`config.mk`:
```
export PLATFORM = sky130hd
export DESIGN_NAME = ppu_data_port
export DESIGN_NICKNAME = d
export VERILOG_FILES = /design/src/rtl/ppu_data_port.sv
export SDC_FILE = /design/constraint.sdc
export NUM_CORES = 1
export LEC_CHECK = 0
export BUFFER_PORTS_ARGS = -buffer_cell sky130_fd_sc_hd__buf_2
export CORE_MARGIN = 5
export CORE_UTILIZATION = 45
export CTS_CLUSTER_DIAMETER = 60
export CTS_CLUSTER_SIZE = 28
export DETAILED_ROUTE_END_ITERATION = 10
export GPL_TIMING_DRIVEN = 1
export PLACE_DENSITY = 0.77
export SETUP_SLACK_MARGIN = 0.3
export SLEW_MARGIN = 10
export SYNTH_ARGS = -nofsm -noshare
export SYNTH_HDL_FRONTEND = slang
export SYNTH_SLANG_ARGS = --single-unit
```
`constraint.sdc`:
```
create_clock -name clk -period 1.6 [get_ports clk]
set_input_delay 0.08 -clock clk [delete_from_list [all_inputs] [get_ports clk]]
set_output_delay 0.08 -clock clk [all_outputs]
set_load 0.02 [all_outputs]
```
`src/rtl/ppu_data_port.sv`:
```
// PPU data port: $2006 pointer load, $2007 VRAM/palette access, shared write toggle.
// $2007 access takes one extra cycle (busy=1); strobes arriving while busy are dropped.
module ppu_data_port #(
   parameter int unsigned ADDR_W      = 14,
   parameter logic [5:0]  PAL_BASE_HI = 6'h3F
) (
   input  logic              clk,
   input  logic              reset,
   input  logic [2:0]        cpu_sel,
   input  logic              cpu_wr,
   input  logic              cpu_rd,
   input  logic [7:0]        cpu_din,
   output logic [7:0]        cpu_dout,
   input  logic              inc32,
   output logic              busy,
   output logic [ADDR_W-1:0] vram_addr,
   output logic [7:0]        vram_dout,
   output logic              vram_we,
   input  logic [7:0]        vram_din,
   output logic [4:0]        pal_addr,
   output logic [7:0]        pal_dout,
   output logic              pal_we,
   input  logic [7:0]        pal_din
);

   localparam logic [2:0] SEL_STATUS = 3'd2;
   localparam logic [2:0] SEL_SCROLL = 3'd5;
   localparam logic [2:0] SEL_ADDR   = 3'd6;
   localparam logic [2:0] SEL_DATA   = 3'd7;

   typedef enum logic [1:0] {IDLE, WRITE, FETCH} state_t;

   state_t              state;
   state_t              state_nxt;
   logic [ADDR_W-1:0]   v;
   logic [ADDR_W-9:0]   t_hi;
   logic                w;
   logic [7:0]          read_buf;
   logic [7:0]          wdata;
   logic                pal_hit;
   logic [4:0]          pal_idx;
   logic [ADDR_W-1:0]   v_step;
   logic                is_idle;
   logic                wr_acc;
   logic                rd_acc;

   assign is_idle = (state == IDLE);
   // Write wins over a simultaneous read; nothing is accepted mid-access.
   assign wr_acc  = is_idle && cpu_wr;
   assign rd_acc  = is_idle && cpu_rd && !cpu_wr;

   assign pal_hit = (v[ADDR_W-1 -: 6] == PAL_BASE_HI);
   assign pal_idx = v[4:0];
   // Sprite backdrop entries 10/14/18/1C alias the background ones.
   assign pal_addr = (pal_idx[4] && (pal_idx[1:0] == 2'b00)) ? {1'b0, pal_idx[3:0]} : pal_idx;

   assign v_step    = inc32 ? ADDR_W'(32) : ADDR_W'(1);
   assign vram_addr = v;
   assign vram_dout = wdata;
   assign pal_dout  = wdata;

   always_ff @(posedge clk or negedge reset) begin
      if (!reset) begin
         state <= IDLE;
      end else begin
         state <= state_nxt;
      end
   end

   always_comb begin
      state_nxt = state;
      case (state)
         IDLE: begin
            if (wr_acc && (cpu_sel == SEL_DATA)) begin
               state_nxt = WRITE;
            end else if (rd_acc && (cpu_sel == SEL_DATA)) begin
               state_nxt = FETCH;
            end
         end
         WRITE:   state_nxt = IDLE;
         FETCH:   state_nxt = IDLE;
         default: state_nxt = IDLE;
      endcase
   end

   always_comb begin
      busy    = 1'b0;
      vram_we = 1'b0;
      pal_we  = 1'b0;
      case (state)
         WRITE: begin
            busy    = 1'b1;
            vram_we = !pal_hit;
            pal_we  = pal_hit;
         end
         FETCH:   busy = 1'b1;
         default: ;
      endcase
   end

   always_ff @(posedge clk or negedge reset) begin
      if (!reset) begin
         v        <= '0;
         t_hi     <= '0;
         w        <= 1'b0;
         read_buf <= 8'h00;
         wdata    <= 8'h00;
         cpu_dout <= 8'h00;
      end else begin
         if (wr_acc) begin
            case (cpu_sel)
               SEL_ADDR: begin
                  if (!w) begin
                     t_hi <= cpu_din[ADDR_W-9:0];
                  end else begin
                     v <= {t_hi, cpu_din};
                  end
                  w <= !w;
               end
               SEL_SCROLL: w <= !w;
               SEL_DATA:   wdata <= cpu_din;
               default:    ;
            endcase
         end
         if (rd_acc && (cpu_sel == SEL_STATUS)) begin
            w <= 1'b0;
         end
         // Palette reads bypass the buffer but still refresh it from VRAM.
         if (state == FETCH) begin
            cpu_dout <= pal_hit ? pal_din : read_buf;
            read_buf <= vram_din;
         end
         if (!is_idle) begin
            v <= v + v_step;
         end
      end
   end

endmodule

```
### Word-level counts from Yosys, hierarchy flattened

Cells that the tools add are included.

| storage, ports and cells | value |
|---|---|
| register bits after elaboration | 47 |
| input bits | 32 |
| output and inout port bits | 46 |
| word-level logic and storage cells | 56 |

| operators by class | value |
|---|---|
| $add $sub $neg | 1 |
| equal/unequal tests | 11 |
| multiplexer cells | 16 |
| bitwise logic cells | 1 |
| reduce and logical (&&, ||, !) cells | 20 |

Operator list:

| operator | count |
|---|---|
| $mux 14 | 4 |
| $add 14x6->14 | 1 |
| $eq 3x3->1 const B | 3 |
| $mux 8 | 1 |
| $logic_and 1x1->1 | 7 |
| $eq 6x6->1 const B | 1 |
| $mux 1 | 6 |
| $mux 2 | 3 |
| $mux 6 | 1 |
| $reduce_and 3->1 | 2 |
| $mux 5 | 1 |
| $logic_not 2->1 | 2 |
| $ne 2x1->1 const B | 2 |
| $reduce_and 2->1 | 2 |
| $reduce_bool 2->1 | 2 |
| $reduce_or 2->1 | 2 |
| $eq 3x2->1 const B | 1 |
| $logic_not 1->1 | 3 |
| $ne 3x1->1 const B | 1 |
| $eq 2x1->1 const B | 1 |
| $eq 2x2->1 const B | 1 |
| $ne 2x2->1 const B | 1 |
| $not 1->1 | 1 |

### Depth between registers and ports, before layout

Gate-level depths: netlist of run 1.

| depth | value |
|---|---|
| depth in word-level cells | 7 |
| mapped depth | 7 |
| mapped depth without buffers | 7 |

### Least setup slack after synthesis of run 1

Ideal clock, no wire load.

| path | value |
|---|---|
| kind | reg2reg |
| from | register v[0] (netlist: vram_addr[0]) |
| to | register v[12] (netlist: vram_addr[12]) |
| setup time | 0.094 ns |
| arrival | 1.713 ns |
| data required time | 1.506 ns |
| slack | -0.207 ns |
| stages on the path, launching flop included | 7 |
| buffers on the path | 0 |
| period minus slack after synthesis | 1.807 ns |
| path through | dfrtp_1 > ha_1 > ha_1 > nand3_1 > o21ai_1 > nand3_1 > a211oi_1 |

| between the ends | value |
|---|---|
| cells in the longest elaborated chain, start to end | 2 |

RTL lines:

| element | line | source |
|---|---|---|
| start, declared | 35 | `logic [ADDR_W-1:0] v;` |
| start signal, assigned | 116 | `v <= {t_hi, cpu_din};` |
| start signal, assigned | 134 | `v <= v + v_step;` |
| $add 14x6->14 | 134 |  |
| $mux 14 | 133 | `if (!is_idle) begin` |

Every way passes these cells.
A chain may end at the register's enable or synchronous reset.

### Worst setup path in the final report of run 1

| path | value |
|---|---|
| from | register state[1] |
| to | register v[9] (netlist: vram_addr[9]) |

| between the ends | value |
|---|---|
| cells in the longest elaborated chain, start to end | 4 |
| elaborated cells between the ends (all ways) | 7 |
| classes of those cells | 3 x eq/ne; 1 x mux; 3 x reduce/logical |

RTL lines:

| element | line | source |
|---|---|---|
| start, declared | 33 | `state_t state;` |
| start signal, assigned | 66 | `state <= state_nxt;` |
| $logic_not 2->1 * | 47 | `assign is_idle = (state == IDLE);` |
| $logic_and 1x1->1 | 49 | `assign wr_acc = is_idle && cpu_wr;` |
| $ne 2x1->1 (no line) | n/a |  |
| $reduce_and 3->1 (no line) | n/a |  |

Mark *: on every way between the ends. The rest lies on a longest branch, timed or not.

==> metrics.md, run 1 <==
| Metric | Value |
|---|---|
| Number of flops mapped to enable cells by yosys | `0` |
| CTS clk-pin slew, worst paths | `approximately 0.10 ns` |
| Fill cell total of the finished layout | `between 300 and 400` |
| Relative slew margins | `between 70% and 80%` |
| Hold crit path type | `in -> reg` |
| Sequence of cells on the critical path | `inv_2, ha_4, buf_6, nand4b_1, o22ai_2, a311oi_1, a311oi_1` |
| Pin count of the biggest net entering global routing | `42` |
| IO Port Bufs | `slightly below 80` |
| Worst EP arrival | `approximately 1.7 ns` |
| Overall Power | `about 8200 uW` |
| Drt wl/cell | `17.0 um` |
| Inserted Diodes | `0` |
| Yosys top cell area share | `a little under half` |
| PD cells | `about 2100 mW/mm2` |
| Critical path class | `reg -> reg` |
| Layout Nets | `around 370` |
| Seq/Total Area, Yosys | `47.4%` |
| Root cell of the clock tree | `clkbuf_8` |
| Final min period | `~1.5 ns` |
| Final hold violations | `0` |
| DR vias/cell | `5.30` |
| Ys Warns | `0` |
| First-pass GRT wire length | `10400 um` |
| DRC | `0` |
| Netlist cell types | `between 40 and 50` |
| Commonest cells post-synth | `dfrtp_1 (47), nor2_1 (24), mux2_2 (17), mux2i_1 (17), a21oi_1 (16)` |
| CP Capture Type | `register` |
| Die Area | `0.00710 mm2` |
| MaxCap Viol Count | `0` |
| HPWL after DPL | `between 4000 and 5000 um` |
| CP most frequent cell | `a311oi_1` |
| Worst path required time | `between 1.5 and 2 ns` |
| Starting Density | `between 40% and 50%` |
| Initial antenna violation count | `0` |
| Post-synth top flop | `dfrtp_1` |
| H-tree lvl count | `2` |
| Syn Nets | `between 200 and 300` |
| GR Util met3 | `4.32%` |
| Clock Latency Late Sink | `0.31 ns` |
| Core Footprint | `0.00544 mm2` |
| Worst Setup Slack, final | `0.0620 ns` |
| Slew Viols, Final | `0` |
| Maximum clock path buffer count | `2` |
| Final setup viols | `0` |
| Startpoint Class | `register` |
| Status | `complete, no violations` |
| DP Area | `about 0.0031 mm2` |
| Routability cong. | `just over 0.8` |
| Yosys reg bits | `47` |
| Slowest stage cell on the critical path | `dfrtp_1` |
| DP Worst Slack | `-0.0368 ns` |
| GRT overflow | `0` |
| Top cell type by total area after synthesis | `dfrtp_1` |
| Vias | `between 2k and 2.5k` |
| Least-Margin Pin Slew | `approximately 0.33 ns` |
| GRT Overall Usage | `between 10% and 20%` |
| CTS sink cnt | `47` |
| Most used routing layer | `met2` |
| CP peak stage delay | `0.37 ns` |
| # IOs | `around 80` |
| Largest fanout on the critical path | `5` |
| Router iterations before antenna repair | `4` |
| Chip height | `about 84 um` |
| Worst VDD drop | `about 0.0015 V` |
| CTS tree | `done` |
| Dpl cells | `between 300 and 400` |
| Final non-filler cell area | `0.00383 mm2` |
| Syn Inst Count | `approximately 220` |
| Met2 track demand over resource | `between 30% and 40%` |
| Met1 Use GR | `23.1%` |
| Standard-cell rows | `27` |
| Layout cell share with drive strength beyond 1 | `66.2%` |
| Clk_skew | `between 0.01 and 0.015 ns` |
| Vias in the first global route | `approximately 2.2k` |
| Initial drt markers | `between 50 and 60` |
| Crit share post-route | `between 90% and 100%` |
| Finished Layout Cells | `between 400 and 500` |
| Cell Area, Synth | `~0.0025 mm2` |
| Most numerous cell in the Yosys netlist | `dfrtp_1` |
| Hold slack | `about 0.013 ns` |
| Layout area overhead | `54.3%` |
| Pleak | `~0.0018 uW` |
| RSZ-0062 raised after global routing | `yes` |
| Num CTS Buffers | `5` |
| Die Wd | `approximately 84 um` |
| Synth area leaders | `dfrtp_1 (47%), mux2_2 (7.7%), mux2i_1 (6.9%), buf_4 (3.9%), mux2_4 (3.6%)` |
| Post-Route WL | `slightly below 7000 um` |
| Mapped Avg Cell Area | `between 10 and 15 um2` |
| Fmax | `approximately 650 MHz` |
| Final ANT Viol Nets | `0` |
| Async SR Flop Fraction | `between 90% and 100%` |
==> area by class of cell <==
| cell class | count | area [um2] | area share, % |
|---|---|---|---|
| clock buffers | 5 | 68.8 | 1.80 |
| multi-input cells | 149 | 1570 | 41.1 |
| inverters | 6 | 25.0 | 0.654 |
| repair buffers | 121 | 840 | 21.9 |
| well taps | 72 | 90.1 | 2.35 |
| clock inverters | 3 | 43.8 | 1.14 |
| flip-flops and latches | 47 | 1190 | 31.0 |
==> final timing paths <==
| check | from | to | slack [ns] | cells after the start |
|---|---|---|---|---|
| worst min-delay path | cpu_din[6] | pal_dout[6] | 0.01 | 2 |
| min in group asynchronous | reset | cpu_dout[2] | 0.18 | 2 |
| worst max register to register | state[1] | vram_addr[9] | 0.06 | 7 |
| max in group asynchronous | reset | vram_addr[2] | 0.94 | 3 |
| worst max-delay path | state[1] | vram_addr[9] | 0.06 | 7 |
| worst min register to register | read_buf[2] | read_buf[2] | 0.52 | 1 |
==> repair_timing <==
action	in CTS	in global routing
setup endpoints to repair	41	42
setup buffers	15	8
hold buffers	4	0
cloned	0	0
pin swaps	14	18
endpoints found under the hold margin	50	0
resized for setup	30	54
==> worst max-delay path: cells and delay by family, from the launching register on <==
| family | cells | cell delay [ns] |
|---|---|---|
| adder cells (fa/ha/maj) | 1 | 0.17 |
| buffers and inverters | 2 | 0.18 |
| flip-flops | 1 | 0.37 |
| AND/OR/NAND/NOR | 1 | 0.17 |
| AO/OA/AOI/OAI | 3 | 0.53 |
==> stage by stage <==
stage | TNS, ns | utilization (%)
after global routing | -0.0809 | 70.3
after floorplan | 0 | -
after global placement | 0 | 57.9
final | 0 | 70.3
after detailed placement | -0.213 | 57.9
after CTS | 0 | 65.1
==> registers in the layout, indices dropped and copies added, names as in the netlist <==
name       count
cpu_dout       8
pal_dout       8
read_buf       8
state          2
t_hi           6
vram_addr     14
w              1
==> metal layers <==
layer,vias up,part of all wire [%]
met5,-,0
met4,0,2.2
met3,11,4.7
met2,70,50
met1,1042,43
li1,1011,-
==> cell families (layout without fill, tap and decap cells) <==
family	after synthesis	in the layout	share of synthesized area [%]
and+or+nand+nor	64	64	14.2
DFF	47	47	47.4
muxes	40	40	18.2
AOI/OAI and AO/OA	34	34	8.63
buffers and inverters	27	135	6.76
adders and majority gates	6	6	3.03
xor gates and xnor gates	5	5	1.77
==> layout by cell type (no fill, tap or decap), types with 3 or more instances in the layout <==
master / Yosys / final
a21oi_1: 16 / 10
a21oi_2: 0 / 6
and3_4: 0 / 3
buf_12: 0 / 4
buf_2: 1 / 74
buf_4: 13 / 24
buf_6: 2 / 15
clkbuf_8: 0 / 5
dfrtp_1: 47 / 38
dfrtp_2: 0 / 9
dlygate4sd3_1: 0 / 4
ha_4: 0 / 6
inv_1: 6 / 3
mux2_2: 17 / 3
mux2_4: 6 / 20
mux2i_1: 17 / 14
nand2_1: 6 / 4
nand3_1: 6 / 3
nand3_4: 0 / 3
nand4_1: 3 / 3
nor2_1: 24 / 11
nor2_2: 1 / 5
nor2_4: 0 / 9
nor3_2: 1 / 3
xnor2_1: 3 / 3
==> power by group <==
group / switching (uW) / internal, uW / total, uW
sequential: 588 / 1800 / 2390
clock: 422 / 466 / 887
combinational: 2500 / 2430 / 4930
total: 3510 / 4700 / 8210
No activity file was read; power rests on OpenSTA's default activity.
==> run 2, diff against run 1 <==
- REMOVE_ABC_BUFFERS: unset -> 1
==> run 2 against run 1 <==
Net effect:
- sequential share of layout area up 2.0 points
- global-route usage decreased by 0.27 points
- worst hold slack worse by 0.0034 ns
- critical path type unchanged
- highest routed layer unchanged
==> metrics.md, run 2 (synthesis gave the netlist of run 1 again) <==
| Metric | Value |
|---|---|
| Status | `complete, no violations (unchanged)` |
| HPWL after DPL | `4400 um (was 4410 um)` |
| Most common cell after layout, fill and taps aside | `buf_2 (unchanged)` |
| Crit share post-route | `97.9% (was 96.1%)` |
| Drt wl/cell | `16.4 um (was 17.0 um)` |
| CTS sink cnt | `47 (unchanged)` |
| Largest fanout on the critical path | `6 (was 5)` |
| Clock network fraction of total power | `12.0% (was 10.8%)` |
| DR vias/cell | `5.21 (was 5.30)` |
| Inserted Diodes | `0 (unchanged)` |
| Final ANT Viol Nets | `0 (unchanged)` |
| Root cell of the clock tree | `clkbuf_8 (unchanged)` |
| CTS tree | `done (unchanged)` |
| Worst Setup Slack, final | `0.0341 ns (was 0.0620 ns)` |
| CTS clk-pin slew, worst paths | `0.09 ns (was 0.10 ns)` |
| CP Capture Type | `register (unchanged)` |
| IO Port Bufs | `77 (unchanged)` |
| Final hold violations | `0 (unchanged)` |
| RSZ-0062 raised after global routing | `yes (unchanged)` |
| GRT overflow | `0 (unchanged)` |
| Vias | `2068 (was 2134)` |
| Overall Power | `7610 uW (was 8210 uW)` |
| Clock Latency Late Sink | `0.30 ns (was 0.31 ns)` |
| DRC | `0 (unchanged)` |
| Standard-cell rows | `27 (unchanged)` |
| Die Wd | `84.2 um (unchanged)` |
| MaxCap Viol Count | `0 (unchanged)` |
| P_int | `4420 uW (was 4700 uW)` |
| Worst hold path cell count | `2 (unchanged)` |
| R2r startpoint | `state[1] (unchanged)` |
| Worst hold endpoint | `read_buf[1] (was pal_dout[6])` |
| Worst VDD drop | `0.00122 V (was 0.00148 V)` |
| Layout cell share with drive strength beyond 1 | `59.1% (was 66.2%)` |
| Vias in the first global route | `2139 (was 2167)` |
| Layout Nets | `362 (was 368)` |
| Chip height | `84.2 um (unchanged)` |
| First-pass GRT wire length | `10300 um (was 10400 um)` |
| R2R depth | `5 (was 7)` |
| Num CTS Buffers | `5 (unchanged)` |
| Routability cong. | `0.819 (was 0.809)` |
| Startpoint Class | `register (unchanged)` |
| Clk_skew | `0.00893 ns (was 0.0117 ns)` |
| Worst path required time | `1.79 ns (was 1.81 ns)` |
| Final setup viols | `0 (unchanged)` |
| Relative slew margins | `60.1% (was 77.9%)` |
| Pleak | `0.00175 uW (was 0.00180 uW)` |
| Post-Route WL | `6500 um (was 6830 um)` |
| Core Footprint | `0.00544 mm2 (unchanged)` |
| Hold crit path type | `in -> reg (unchanged)` |
| PD cells | `2130 mW/mm2 (was 2150 mW/mm2)` |
| Sequential Power Share | `29.3% (was 29.1%)` |
| Least-Margin Pin Slew | `0.598 ns (was 0.332 ns)` |
| Worst reg2reg endpoint | `t_hi[3] (was vram_addr[9])` |
| Pin count of the biggest net entering global routing | `48 (was 42)` |
| Net Sw Frac | `41.9% (was 42.8%)` |
| Largest register FFs | `14 (unchanged)` |
| Die Area | `0.00710 mm2 (unchanged)` |
| Hold slack | `0.00909 ns (was 0.0125 ns)` |
| Worst EP arrival | `1.75 ns (was 1.74 ns)` |
| TNS Setup | `0 ns (unchanged)` |
| Final min period | `1.57 ns (was 1.54 ns)` |
| Router iterations before antenna repair | `4 (unchanged)` |
| Commonest cells after routing, fill and taps aside | `buf_2 (74), dfrtp_1 (45), buf_4 (24) (was buf_2 (74), dfrtp_1 (38), buf_4 (24))` |
| Setup slack, reg-to-reg | `0.03 ns (was 0.06 ns)` |
| Combinational power share | `58.7% (was 60.0%)` |
| # IOs | `78 (unchanged)` |
| H-tree lvl count | `2 (unchanged)` |
| Final non-filler cell area | `0.00357 mm2 (was 0.00383 mm2)` |
| DP Worst Slack | `-0.0906 ns (was -0.0368 ns)` |
| Fmax | `639 MHz (was 650 MHz)` |
| Starting Density | `45.6% (unchanged)` |
| GRT Overall Usage | `17.9% (was 18.1%)` |
| Layout area overhead | `43.9% (was 54.3%)` |
| Maximum clock path buffer count | `2 (unchanged)` |
| Slew Viols, Final | `0 (unchanged)` |
| Hold_sp | `vram_din[1] (was cpu_din[6])` |
| Initial antenna violation count | `0 (unchanged)` |
| Initial drt markers | `97 (was 59)` |
| DP Area | `0.00302 mm2 (was 0.00315 mm2)` |
| Critical path class | `reg -> reg (unchanged)` |
| Net switching power | `3190 uW (was 3510 uW)` |
==> run 2: per-layer routing <==
| layer | vias to the layer above | GRT usage, % | wire length, um |
|---|---|---|---|
| met5 | - | 0 | 0 |
| met4 | 0 | 4.24 | 77 |
| met3 | 8 | 5.20 | 495 |
| met2 | 78 | 30.6 | 3200 |
| met1 | 994 | 22.2 | 2720 |
| li1 | 988 | - | - |
==> run 2: area by class of cell <==
type | count | area, um2
inverters | 6 | 25.0
clock inverters | 2 | 35.0
flip-flops and latches | 47 | 1180
fillers | 419 | 1870
multi-input cells | 149 | 1380
well taps | 72 | 90.1
repair buffers | 115 | 783
clock buffers | 6 | 82.6
==> run 2: worst max path at each step <==
stage            startpoint            end  slack, ns  cells past startpoint
3_3_place_gp       state[0]        t_hi[5]      -0.04                      5
3_5_place_dp       state[0]   vram_addr[9]      -0.09                      7
6_report           state[1]        t_hi[3]       0.03                      5
4_1_cts        vram_addr[0]  vram_addr[13]       0.07                      5
2_1_floorplan      state[0]        t_hi[0]      -0.51                      5
5_1_grt            state[1]   vram_addr[9]      -0.03                      7
==> run 2: worst max-delay path, stage by stage (launching register included) <==
cell and delay (ns):
dfrtp_1 0.41, inv_2 0.09, ha_4 0.15, nand3_2 0.08, or3_4 0.41, mux2_4 0.32
==> run 2: stage by stage <==
step | cells | utilization, %
floorplan | 202 | -
global route | 397 | 65.6
CTS | 393 | 62.4
finish | 397 | 65.6
global placement | 375 | 55.4
detailed placement | 375 | 55.4
==> run 2: timing repair <==
| item | in CTS | in global routing |
|---|---|---|
| resized for setup | 41 | 28 |
| endpoints found under the setup margin | 46 | 45 |
| pin swaps | 18 | 17 |
| hold endpoints to repair | 47 | 0 |
| hold buffers | 1 | 0 |
| setup buffers | 8 | 4 |
| cloned | 1 | 0 |
==> run 2: power by group through the flow <==
stage,clock network [uW],registers [uW],logic (uW)
finish,914,2230,4460
global route,974,2320,4790
CTS,932,2170,4120
detailed placement,0,2230,3610
global placement,0,2210,3510
floorplan,0,2880,1520
==> run 3, diff against run 2 <==
- HOLD_SLACK_MARGIN: unset -> 0.15
==> run 3 against run 2 <==
Net effect:
- count of clock-buffer cells in the layout unchanged
- via count is 6.8% higher
- design area up 8.1%
- combinational power up 3%
- largest cell class unchanged
- highest routed layer unchanged
==> metrics.md, run 3 (synthesis gave the netlist of run 1 again) <==
| Metric | Value |
|---|---|
| Net Sw Frac | `42.0% (was 41.9%)` |
| Clock network fraction of total power | `11.8% (was 12.0%)` |
| Combinational power share | `59.2% (was 58.7%)` |
| GRT overflow | `0 (unchanged)` |
| DP Area | `0.00302 mm2 (unchanged)` |
| H-tree lvl count | `2 (unchanged)` |
| Slew Viols, Final | `0 (unchanged)` |
| Final setup viols | `0 (unchanged)` |
| CTS sink cnt | `47 (unchanged)` |
| Starting Density | `45.6% (unchanged)` |
| Pin count of the biggest net entering global routing | `48 (unchanged)` |
| PD cells | `2010 mW/mm2 (was 2130 mW/mm2)` |
| Net switching power | `3260 uW (was 3190 uW)` |
| Status | `complete, no violations (unchanged)` |
| Layout cell share with drive strength beyond 1 | `54.5% (was 59.1%)` |
| MaxCap Viol Count | `0 (unchanged)` |
| Vias | `2209 (was 2068)` |
| Final min period | `1.57 ns (about the same)` |
| Hold crit path type | `in -> reg (unchanged)` |
| Top layer reached by signal wires | `met4 (unchanged)` |
| Initial drt markers | `102 (was 97)` |
| GRT Overall Usage | `19.4% (was 17.9%)` |
| P_int | `4490 uW (was 4420 uW)` |
| DR vias/cell | `5.21 (about the same)` |
| CP Capture Type | `register (unchanged)` |
| Crit share post-route | `97.9% (about the same)` |
| Worst EP arrival | `1.75 ns (about the same)` |
| Post-Route WL | `7190 um (was 6500 um)` |
| WL met3 | `514 um (was 495 um)` |
| Layout Nets | `389 (was 362)` |
| Die Wd | `84.2 um (unchanged)` |
| Maximum clock path buffer count | `2 (unchanged)` |
| Initial antenna violation count | `0 (unchanged)` |
| Drt wl/cell | `17.0 um (was 16.4 um)` |
| Critical path class | `reg -> reg (unchanged)` |
| Worst path required time | `1.78 ns (was 1.79 ns)` |
| Final non-filler cell area | `0.00386 mm2 (was 0.00357 mm2)` |
| Clock Latency Late Sink | `0.30 ns (about the same)` |
| Commonest cells after routing, fill and taps aside | `buf_2 (74), dfrtp_1 (45), dlygate4sd3_1 (28) (was buf_2 (74), dfrtp_1 (45), buf_4 (24))` |
| Final ANT Viol Nets | `0 (unchanged)` |
| Startpoint Class | `register (unchanged)` |
| M1 WL | `2960 um (was 2720 um)` |
| Standard-cell rows | `27 (unchanged)` |
| Sequence of cells on the critical path | `inv_2, ha_4, nand3_2, or3_4, mux2_4 (unchanged)` |
| CP peak stage delay | `0.41 ns (about the same)` |
| Core Footprint | `0.00544 mm2 (unchanged)` |
| Relative slew margins | `60.3% (was 60.1%)` |
| Largest fanout on the critical path | `6 (unchanged)` |
| First-pass GRT wire length | `11100 um (was 10300 um)` |
| Slowest stage cell on the critical path | `dfrtp_1 (unchanged)` |
| RSZ-0062 raised after global routing | `yes (unchanged)` |
| Root cell of the clock tree | `clkbuf_8 (unchanged)` |
| # IOs | `78 (unchanged)` |
| Overall Power | `7750 uW (was 7610 uW)` |
| Inserted Diodes | `0 (unchanged)` |
| Vias in the first global route | `2290 (was 2139)` |
| Clk_skew | `0.00980 ns (was 0.00893 ns)` |
| Chip height | `84.2 um (unchanged)` |
| Metal2 WL | `3610 um (was 3200 um)` |
| CTS clk-pin slew, worst paths | `0.08 ns (was 0.09 ns)` |
| Layout area overhead | `55.7% (was 43.9%)` |
| Num CTS Buffers | `5 (unchanged)` |
| DRC | `0 (unchanged)` |
| Least-Margin Pin Slew | `0.595 ns (was 0.598 ns)` |
| Router iterations before antenna repair | `6 (was 4)` |
| Die Area | `0.00710 mm2 (unchanged)` |
| CTS tree | `done (unchanged)` |
| Crit path max-delay family | `simple AND/OR/NAND/NOR gates (unchanged)` |
| Largest register FFs | `14 (unchanged)` |
| Routability cong. | `0.819 (unchanged)` |
| Sequential Power Share | `29.0% (was 29.3%)` |
| Worst VDD drop | `0.00123 V (was 0.00122 V)` |
| IO Port Bufs | `77 (unchanged)` |
| Most common cell after layout, fill and taps aside | `buf_2 (unchanged)` |
| CP Buf/Inv Count | `1 (unchanged)` |
| HPWL after DPL | `4400 um (unchanged)` |
| Fmax | `639 MHz (about the same)` |
| Final hold violations | `0 (unchanged)` |
| Pleak | `0.00187 uW (was 0.00175 uW)` |
==> run 3: path summary, 6_finish.rpt <==
check,start,to,slack [ns],depth (start not counted)
setup / recovery,state[1],t_hi[3],0.03,5
hold / removal,cpu_sel[1],state[0],0.17,3
setup reg to reg,state[1],t_hi[3],0.03,5
hold reg to reg,t_hi[4],t_hi[4],0.52,1
max in group asynchronous,reset,vram_addr[8],0.76,3
min in group asynchronous,reset,read_buf[0],0.41,3
==> run 3: what timing repair did <==
item,in CTS,in global routing
endpoints found under the hold margin,88,0
setup buffers,8,4
pin swaps,18,16
hold buffers,28,0
resized for setup,41,33
endpoints found under the setup margin,46,45
cloned,1,0
==> run 3: power groups by stage <==
| stage | Clock (uW) | Combinational, uW | Sequential [uW] |
|---|---|---|---|
| CTS | 932 | 4170 | 2170 |
| floorplan | 0 | 1520 | 2880 |
| global placement | 0 | 3510 | 2210 |
| finish | 913 | 4590 | 2250 |
| global route | 969 | 4910 | 2330 |
| detailed placement | 0 | 3610 | 2230 |
==> run 3: worst min-delay path, delay by kind of cell <==
kind                   cells  cell delay [ns]
AND/OR/NAND/NOR            1             0.12
buffers and inverters      1             0.13
AO/OA/AOI/OAI              1             0.09
==> run 3: area by class of cell <==
class	count	area [um2]
multi-input combinational	149	1390
fill	377	1580
inverter	6	25.0
sequential	47	1180
tap	72	90.1
clock inverter	2	35.0
clock buffer	6	82.6
timing repair buffer	142	1060
==> run 3: metal layers <==
metal / track usage, % / vias to the layer above
met1: 23.3 / 1073
met2: 34.2 / 83
met4: 4.24 / 0
li1: - / 1043
met5: 0 / -
met3: 5.99 / 10
==> run 3: metrics by stage <==
step	utilization, %	setup WS (ns)	TNS (ns)	hold WS [ns]	instances
global route	71.0	-0.0348	-0.0878	0.173	424
finish	71.0	0.0342	0	0.168	424
global placement	55.4	-0.0446	-0.300	0.206	375
floorplan	-	-0.505	-8.02	-0.216	202
CTS	67.4	0.0700	0	0.154	420
detailed placement	55.4	-0.0906	-0.502	0.211	375
